### src/rtl/can_xrtl_dispatch.sv
// can_xrtl_dispatch: N-node CAN packet dispatcher between the SCE-MI pipes and the node array.
// TX side hands each requesting node its own packet from the input stream (round-robin) and
// drives per-node TX/RX IDs; RX side parks per-node received packets and drains them one per
// cycle through a FIFO to the output stream, counting packets overwritten before drain.
// Optional build macro CAN_DISPATCH_STATS_EN adds tx_grant_count / rx_out_count.

// Per-node RX holding slot: one pending packet, overwritten (and flagged) if not drained in time.
module can_xrtl_dispatch_node #(
  parameter int DATA_SIZE = 64
) (
  input  logic                 clock,
  input  logic                 reset,
  input  logic                 cap,
  input  logic                 drain,
  input  logic [DATA_SIZE-1:0] rx_data,
  output logic                 pend,
  output logic [DATA_SIZE-1:0] pend_data,
  output logic                 ovw
);
  logic                 pend_q, pend_d;
  logic [DATA_SIZE-1:0] pend_data_q, pend_data_d;

  // capture re-arms the slot even when it is being drained; capture onto an undrained slot is a loss
  always_comb begin
    pend_d      = cap | (pend_q & ~drain);
    pend_data_d = cap ? rx_data : pend_data_q;
    ovw         = cap & pend_q & ~drain;
  end

  // slot registers
  always_ff @(posedge clock or posedge reset) begin
    if (reset) begin
      pend_q      <= 1'b0;
      pend_data_q <= '0;
    end else begin
      pend_q      <= pend_d;
      pend_data_q <= pend_data_d;
    end
  end

  assign pend      = pend_q;
  assign pend_data = pend_data_q;
endmodule

module can_xrtl_dispatch #(
  parameter int NODES      = 4,
  parameter int DATA_SIZE  = 64,
  parameter int ID_SIZE    = 11,
  parameter int FIFO_DEPTH = 8
) (
  input  logic                         clock,
  input  logic                         reset,
  input  logic                         id_load,
  input  logic [NODES*ID_SIZE-1:0]     id_value,
  input  logic                         pkt_valid,
  input  logic [DATA_SIZE-1:0]         pkt_data,
  output logic                         pkt_ready,
  input  logic [NODES-1:0]             data_in_req,
  input  logic [NODES-1:0]             retransmit,
  output logic [NODES*DATA_SIZE-1:0]   in_packet,
  output logic [NODES*ID_SIZE-1:0]     tx_id,
  output logic [NODES*ID_SIZE-1:0]     rx_id,
  input  logic [NODES-1:0]             data_out_req,
  input  logic [NODES*DATA_SIZE-1:0]   rx_packet,
  output logic                         out_valid,
  output logic [DATA_SIZE-1:0]         out_data,
  output logic [$clog2(NODES)-1:0]     out_node,
  input  logic                         out_ready,
  output logic [15:0]                  lost_count
`ifdef CAN_DISPATCH_STATS_EN
  ,
  output logic [31:0]                  tx_grant_count,
  output logic [31:0]                  rx_out_count
`endif
);
  localparam int NW = $clog2(NODES);
  localparam int AW = $clog2(FIFO_DEPTH);
  localparam int EW = NW + DATA_SIZE;

  typedef enum logic {ID_WAIT, RUN} state_t;
  state_t state_q, state_d;

  logic [NODES-1:0][ID_SIZE-1:0]    id_q, id_d, tx_id_q, tx_id_d, rx_id_q, rx_id_d;
  logic [NODES-1:0][DATA_SIZE-1:0]  in_packet_q, in_packet_d, rx_pk, pend_data;
  logic [NW-1:0]                    tx_ptr_q, tx_ptr_d, rx_ptr_q, rx_ptr_d, gidx, didx;
  logic [FIFO_DEPTH-1:0][EW-1:0]    mem_q, mem_d;
  logic [AW-1:0]                    wr_ptr_q, wr_ptr_d, rd_ptr_q, rd_ptr_d;
  logic [AW:0]                      count_q, count_d;
  logic [15:0]                      lost_q, lost_d;
  logic [16:0]                      lost_sum;
  logic [NODES-1:0]                 elig, pend, drain, ovw;
  logic                             grant, dfound, pop;

  assign rx_pk = rx_packet;

  // ID table load; first load leaves ID_WAIT, later loads just refresh the table
  always_comb begin
    state_d = state_q;
    id_d    = id_q;
    if (id_load) begin
      id_d    = id_value;
      state_d = RUN;
    end
  end

  // TX arbiter: first eligible node at/after tx_ptr, only when a packet is on offer
  always_comb begin
    logic [NW-1:0] idx;
    elig  = data_in_req & ~retransmit;
    grant = 1'b0;
    gidx  = '0;
    idx   = '0;
    for (int k = 0; k < NODES; k++) begin
      idx = NW'((int'(tx_ptr_q) + k) % NODES);
      if (!grant && elig[idx]) begin
        grant = 1'b1;
        gidx  = idx;
      end
    end
    grant = grant & pkt_valid & (state_q == RUN);
  end

  assign pkt_ready = grant;

  // TX outputs: granted node takes the packet and its ID; pure retransmitters drop their ID;
  // partner RX IDs follow the previous cycle's TX IDs
  always_comb begin
    in_packet_d = in_packet_q;
    tx_id_d     = tx_id_q;
    tx_ptr_d    = tx_ptr_q;
    rx_id_d     = rx_id_q;
    for (int i = 0; i < NODES; i++)
      if (retransmit[i] && !data_in_req[i]) tx_id_d[i] = '0;
    if (grant) begin
      in_packet_d[gidx] = pkt_data;
      tx_id_d[gidx]     = id_q[gidx];
      tx_ptr_d          = NW'((int'(gidx) + 1) % NODES);
    end
    for (int k = 0; k < NODES / 2; k++) begin
      rx_id_d[2*k]   = tx_id_q[2*k+1];
      rx_id_d[2*k+1] = tx_id_q[2*k];
    end
  end

  for (genvar i = 0; i < NODES; i++) begin : g_node
    can_xrtl_dispatch_node #(.DATA_SIZE(DATA_SIZE)) u_node (
      .clock     (clock),
      .reset     (reset),
      .cap       (data_out_req[i]),
      .drain     (drain[i]),
      .rx_data   (rx_pk[i]),
      .pend      (pend[i]),
      .pend_data (pend_data[i]),
      .ovw       (ovw[i])
    );
  end

  // RX drain: one pending node per cycle, round-robin; a pop in the same cycle never frees room
  always_comb begin
    logic [NW-1:0] idx;
    drain    = '0;
    didx     = '0;
    dfound   = 1'b0;
    rx_ptr_d = rx_ptr_q;
    idx      = '0;
    if (count_q < (AW+1)'(FIFO_DEPTH)) begin
      for (int k = 0; k < NODES; k++) begin
        idx = NW'((int'(rx_ptr_q) + k) % NODES);
        if (!dfound && pend[idx]) begin
          dfound = 1'b1;
          didx   = idx;
        end
      end
    end
    if (dfound) begin
      drain[didx] = 1'b1;
      rx_ptr_d    = NW'((int'(didx) + 1) % NODES);
    end
  end

  assign pop       = out_valid & out_ready;
  assign out_valid = (count_q != '0);
  assign {out_node, out_data} = mem_q[rd_ptr_q];

  // output FIFO bookkeeping and saturating loss counter
  always_comb begin
    mem_d    = mem_q;
    wr_ptr_d = wr_ptr_q;
    rd_ptr_d = rd_ptr_q;
    if (dfound) begin
      mem_d[wr_ptr_q] = {didx, pend_data[didx]};
      wr_ptr_d        = wr_ptr_q + 1'b1;
    end
    if (pop) rd_ptr_d = rd_ptr_q + 1'b1;
    count_d  = count_q + (AW+1)'(dfound) - (AW+1)'(pop);
    lost_sum = {1'b0, lost_q} + 17'($countones(ovw));
    lost_d   = lost_sum[16] ? 16'hFFFF : lost_sum[15:0];
  end

  // state registers
  always_ff @(posedge clock or posedge reset) begin
    if (reset) begin
      state_q <= ID_WAIT;  id_q <= '0;  tx_ptr_q <= '0;  rx_ptr_q <= '0;
      in_packet_q <= '0;  tx_id_q <= '0;  rx_id_q <= '0;
      mem_q <= '0;  wr_ptr_q <= '0;  rd_ptr_q <= '0;  count_q <= '0;  lost_q <= '0;
    end else begin
      state_q <= state_d;  id_q <= id_d;  tx_ptr_q <= tx_ptr_d;  rx_ptr_q <= rx_ptr_d;
      in_packet_q <= in_packet_d;  tx_id_q <= tx_id_d;  rx_id_q <= rx_id_d;
      mem_q <= mem_d;  wr_ptr_q <= wr_ptr_d;  rd_ptr_q <= rd_ptr_d;  count_q <= count_d;
      lost_q <= lost_d;
    end
  end

  assign in_packet  = in_packet_q;
  assign tx_id      = tx_id_q;
  assign rx_id      = rx_id_q;
  assign lost_count = lost_q;

`ifdef CAN_DISPATCH_STATS_EN
  logic [31:0] tx_grant_q, tx_grant_d, rx_out_q, rx_out_d;

  // wrap-around activity counters
  always_comb begin
    tx_grant_d = tx_grant_q + 32'(grant);
    rx_out_d   = rx_out_q + 32'(pop);
  end

  // counter registers
  always_ff @(posedge clock or posedge reset) begin
    if (reset) begin
      tx_grant_q <= '0;
      rx_out_q   <= '0;
    end else begin
      tx_grant_q <= tx_grant_d;
      rx_out_q   <= rx_out_d;
    end
  end

  assign tx_grant_count = tx_grant_q;
  assign rx_out_count   = rx_out_q;
`endif
endmodule
### config.mk
export PLATFORM = sky130hd
export DESIGN_NAME = can_xrtl_dispatch
export DESIGN_NICKNAME = d
export VERILOG_FILES = /design/src/rtl/can_xrtl_dispatch.sv
export SDC_FILE = /design/constraint.sdc
export NUM_CORES = 2
export LEC_CHECK = 0
export BUFFER_PORTS_ARGS = -buffer_cell sky130_fd_sc_hd__buf_2
export CELL_PAD_IN_SITES_DETAIL_PLACEMENT = 1
export CELL_PAD_IN_SITES_GLOBAL_PLACEMENT = 1
export CORE_MARGIN = 2
export CORE_UTILIZATION = 48
export CTS_BUF_LIST = sky130_fd_sc_hd__clkbuf_4 sky130_fd_sc_hd__clkbuf_8
export DETAILED_ROUTE_END_ITERATION = 8
export GPL_ROUTABILITY_DRIVEN = 0
export GPL_TIMING_DRIVEN = 0
export HOLD_SLACK_MARGIN = 0.03
export PLACE_DENSITY = 0.87
export REMOVE_ABC_BUFFERS = 1
export SYNTH_ARGS = -nofsm -noshare
export SYNTH_HDL_FRONTEND = slang
export SYNTH_HIERARCHICAL = 1
export SYNTH_SLANG_ARGS = --single-unit
### constraint.sdc
create_clock -name clock -period 40.5 [get_ports clock]
set_input_delay 4.05 -clock clock [delete_from_list [all_inputs] [get_ports clock]]
set_output_delay 4.05 -clock clock [all_outputs]
set_load 0.02 [all_outputs]
* After elaboration in Yosys (flattened, before gate mapping)
Index checks and enable logic that the tools add are counted.
** Operators by class
- Divide/modulo/power cells :: 0
- Bitwise logic cells :: 25
- Order comparisons :: 16
- Equality and inequality tests :: 0
- Reduce and logical (&&, ||, !) cells :: 24
- $add $sub $neg :: 16
- Multiply operators :: 0
- Shifts and indexed selects :: 0
- Muxes and demuxes :: 61
** Operator list (count)
- $bwmux W528 :: 1
- $bwmux W256 :: 1
- $bmux W66 S3 :: 1
- $demux W66 S3 :: 1
- $mux W66 :: 2
- $bmux W64 S2 :: 1
- $demux W64 S2 :: 1
- $mux W64 :: 2
- $mux W11 :: 6
- $bwmux W44 :: 1
- $mux W44 :: 1
- $lt A2 B3 Y1 const B :: 10
- $bmux W11 S2 :: 1
- $demux W11 S2 :: 1
- $mux W1 :: 21
- $mux W2 :: 9
- $add A16 B3 Y17 :: 1
- $bmux W1 S2 :: 8
- $mux W16 :: 1
- $and A1 B1 Y1 :: 15
- $logic_and A1 B1 Y1 :: 13
- $logic_not A1 Y1 :: 10
- $add A2 B1 Y2 const B :: 4
- $add A2 B2 Y2 const B :: 4
- other kinds (16) :: 26
** Word-level totals
- Latch bits :: 0
- ROM bits :: 0
- Memories :: 0
- Memory bits (writable) :: 0
- Bits in registers :: 1207
- Input port bits :: 381
- Output and inout bits :: 428

* Depth between registers and ports, before layout
- Word-level depth :: 27
- Gate-level depth with buffers :: 21

* By module
The synthesis kept the hierarchy.
** Modules (own cells, without submodules)
- can_xrtl_dispatch :: area an instance 49261.0 um2, instances 1, cells an instance 4643, seq. area each 23697.7 um2
- can_xrtl_dispatch_node :: area an instance 2577.5 um2, instances 4, cells an instance 140, seq. area each 1626.6 um2

* Worst setup path after synthesis
No wires, ideal clock.
- Path kind :: input to output
- Start point :: input retransmit[3]
- End point :: output pkt_ready
- Stages on the path :: 4
- Data required time :: 36.450 ns
- Arrival :: 4.769 ns
- Slack :: 31.681 ns
- Cells stage by stage :: nand2b_1 > a41o_1 > clkbuf_1 > inv_2
** On the way
- Longest elaborated chain between the ends :: 16
- Elaborated cells between the ends (all ways) :: 22
- Those cells by class :: mux: 12; bitwise: 4; reduce/logical: 6
** RTL lines
- from (decl) :: line 59 : input logic [NODES-1:0] retransmit,
- $not A4 Y4 * :: line 109 : elig = data_in_req & ~retransmit;
- $and A4 B4 Y4 * :: line 109
- $bmux W1 S2 :: line 115 : if (!grant && elig[idx]) begin
- $mux W1 (implied by the code) :: line 115
- $mux W1 :: line 115
- $logic_not A1 Y1 :: line 115
- $logic_and A1 B1 Y1 :: line 115
- $mux W1 :: line 115
- $logic_not A1 Y1 :: line 115
- $logic_and A1 B1 Y1 :: line 115
- $mux W1 :: line 115
- $logic_not A1 Y1 :: line 115
- $logic_and A1 B1 Y1 :: line 115
- $mux W1 * :: line 115
- $and A1 B1 Y1 * (2 in series) :: line 120 : grant = grant & pkt_valid & (state_q == RUN);
- to (decl) :: line 57 : output logic pkt_ready,
Every way passes the cells marked *; elsewhere a longest branch is shown, timed or not. The select of a mux whose other input is x is not followed.

* Worst setup path in the final report
- Start point :: input retransmit[0]
- End point :: output pkt_ready
Same word-level chain as after synthesis.

==> metrics.md <==
| Metric | Value |
|---|---|
| Hold WC Path Type | register to register |
| Overflow after GRT | 0 |
| Width of the die | 356 um |
| Vias per Instance | 7.38 |
| Req. time, crit path | 36.45 ns |
| Chip height | 356 um |
| First-pass GRT wire length | 403000 um |
| DP Area | 0.0667 mm^2 |
| Starting Density | 0.482 |
| FF+latch area | 0.0302 mm^2 |
| Gr usage total | 0.424 |
| Root Buffer | clkbuf_8 |
| Vias | 56700 |
| Worst-Skew Late Latency | 1.00 ns |
| Initial antenna violation count | 60 |
| Dpl hpwl | 164000 um |
| Number of max-cap violations | 0 |
| Placed Cells | 7250 |
| # DRC | 0 |
| Number of hold buffers added after CTS | 0 |
| Fin Setup TNS | 0 ns |
| Core ar. | 0.123 mm^2 |
| Worst Path Arrival | 5.54 ns |
| Commonest cells after routing, fill and taps aside | 1203 x dfrtp_1, 804 x buf_2, 575 x nand2_1, 564 x nand3_1, 511 x nand4_1 |
| Worst setup EP type | primary output |
| Crit path kind | input pin to primary output |
| Run status | finished clean |
| Netlist Area Pre-Place | 0.0596 mm^2 |
| Synth Register Bits | 1207 |
| Synth Area in Compound Gates | 0.0933 |
| Endpoints failing setup | 0 |
| Routed len/inst | 36.7 um |
| Simple logic cell fraction of the synthesized area | 0.161 |
| Area Growth Syn to Fin | 19.9% |
| Crit path max fanout | 10 |
| CTS tree | built |
| I/O Buffers | 808 |
| Multiplexer share of the synthesized area | 0.189 |
| Rel. slew slack | 0.0674 |
| Critical path launch point type | input pin |
| Share of flip-flops with an asynchronous set or reset | 1.00 |
| Final Instance Count excl. Fillers | 7676 |
| Clk_skew | 0.0871 ns |
| Vias in the first global route | 60300 |
| Fmax achieved | 104 MHz |
| Most common cell after layout, fill and taps aside | dfrtp_1 |
| # IOs | 809 |
| Clock buffer count from CTS | 207 |
| Fillers | 12700 |
| Static Leak | 31.0 nW |
| Largest family of logic cells by synthesized area | multiplexers |
| Final min period | 9.59 ns |
| Fin area | 0.0714 mm^2 |
| Post-Synth XOR/XNOR Area | 0.00206 |
| Setup bufs post-CTS | 0 |
| Post-synth EDFFs | 0 |
| Power per cell area | 84.6 mW/mm^2 |
| Yosys warning count | 6 |
| Final WS setup | 30.91 ns |
| WHS | 0.458 ns |
| Final period utilization | 0.237 |
| Syn Area/Cell | 11.4 um^2 |
| Adder-cell share of the synthesized area | 0.00470 |
| First-pass iteration count of the detailed router | 8 |
| Clk sinks | 1207 |
| Clk pin slew, worst setup/hold paths | 0.07 ns |
| DP Worst Slack | 31.15 ns |
| Remaining antenna violation count after routing | 0 |
| Synth unique cells | 56 |
| Post-synthesis sequential area ratio | 0.507 |
| Nets | 6224 |
| Rows | 129 |
| Unrepaired setup endpoints after global routing | false |
| WL final | 282000 um |
| Die Footprint | 0.127 mm^2 |
| Worst Tran Pin Value | 1.36 ns |
| Final Hold Vio Count | 0 |
| Largest net degree at the start of global routing | 161 |
| Max IR drop VDD | 0.0597 mV |
| Most used flip-flop cell after synthesis | dfrtp_1 |
| Post-synthesis cell count | 5203 |
| Deepest clock path buffer count | 3 |
| Multi-input gate area | 0.0270 mm^2 |
| H-tree depth | 4 |
| Layout cells sized above 1 | 0.354 |
| DRT iter0 DRCs | 8758 |
| Post-cts gate resize count | 0 |
| Fin. max-slew vios | 0 |
[sequential cells by signal (all words and copies together), names as in the netlist]
name / cells
mem_q: 528
g_node.u_node/pend_data: 256
in_packet: 256
id_q: 44
rx_id: 44
tx_id: 44
lost_count: 16
count_q: 4
g_node.u_node/pend: 4
rd_ptr_q: 3
wr_ptr_q: 3
rx_ptr_q: 2
tx_ptr_q: 2
state_q: 1
[synth_stat cells, types with 70 or more instances]
master	instances	area (um^2)
nor2b_1	134	838
nand4_1	511	3200
mux2i_1	79	791
buf_1	82	308
o21ai_0	70	350
mux4_2	132	2970
mux2_4	152	2280
mux2_2	464	5230
buf_2	130	651
nand3_1	571	2860
nand2_1	583	2190
dfrtp_1	1207	30200
clkbuf_1	292	1100
o2111ai_1	509	4460
[report_power, final]
part           total, mW  internal [mW]  switching, mW
clock network       1.26          0.672          0.586
logic               2.79          0.972           1.82
registers           1.99           1.62          0.369
total               6.04           3.27           2.78
[per-layer routing]
metal / wire, um / vias up / share of wire / track usage
li1: - / 21300 / - / -
met5: 183 / - / 0.00065 / 0
met1: 97800 / 28500 / 0.35 / 0.508
met3: 37900 / 1741 / 0.13 / 0.166
met2: 124000 / 5084 / 0.44 / 0.626
met4: 22000 / 32 / 0.078 / 0.296
[stage by stage]
stage / power (mW) / util
2_1_floorplan: 3.48 / -
3_3_place_gp: 4.45 / 0.512
3_5_place_dp: 4.56 / 0.540
4_1_cts: 5.89 / 0.577
5_1_grt: 6.19 / 0.578
6_report: 6.04 / 0.578
[critical path, stage by stage]
cell      delay [ns]
buf_2           0.14
nand2b_1        0.27
a41o_1          0.53
inv_2           0.28
buf_2           0.26
[layout make-up]
type / count / area share
multi-input combinational: 3411 / 0.379
sequential: 1207 / 0.423
antenna: 53 / 0.00186
clock buffer: 326 / 0.0569
clock inverter: 46 / 0.00671
timing repair buffer: 953 / 0.101
inverter: 43 / 0.00261
tap: 1637 / 0.0287
[kinds of logic after synthesis]
kind of cell    after synthesis
fa+ha+maj                    20
compound gates              675
flops                      1207
simple gates               1875
mux                         827
xor+xnor                     14
buf+inv                     585
[final timing paths]
kind / to / slack [ns] / depth (start not counted) / start
worst max-delay path: pkt_ready / 30.91 / 5 / retransmit[0]
worst min-delay path: rx_id[24]$_DFF_PP0_ / 0.46 / 0 / tx_id[35]$_DFF_PP0_
worst max register to register: lost_count[11]$_DFF_PP0_ / 34.08 / 20 / g_node[1].u_node/pend$_DFF_PP0_
worst min register to register: rx_id[24]$_DFF_PP0_ / 0.46 / 0 / tx_id[35]$_DFF_PP0_
max in group asynchronous: in_packet[196]$_DFFE_PP0P_ / 34.90 / 5 / reset
min in group asynchronous: g_node[0].u_node/pend_data[42]$_DFFE_PP0P_ / 3.20 / 2 / reset
No activity file was read; power rests on OpenSTA's default activity.
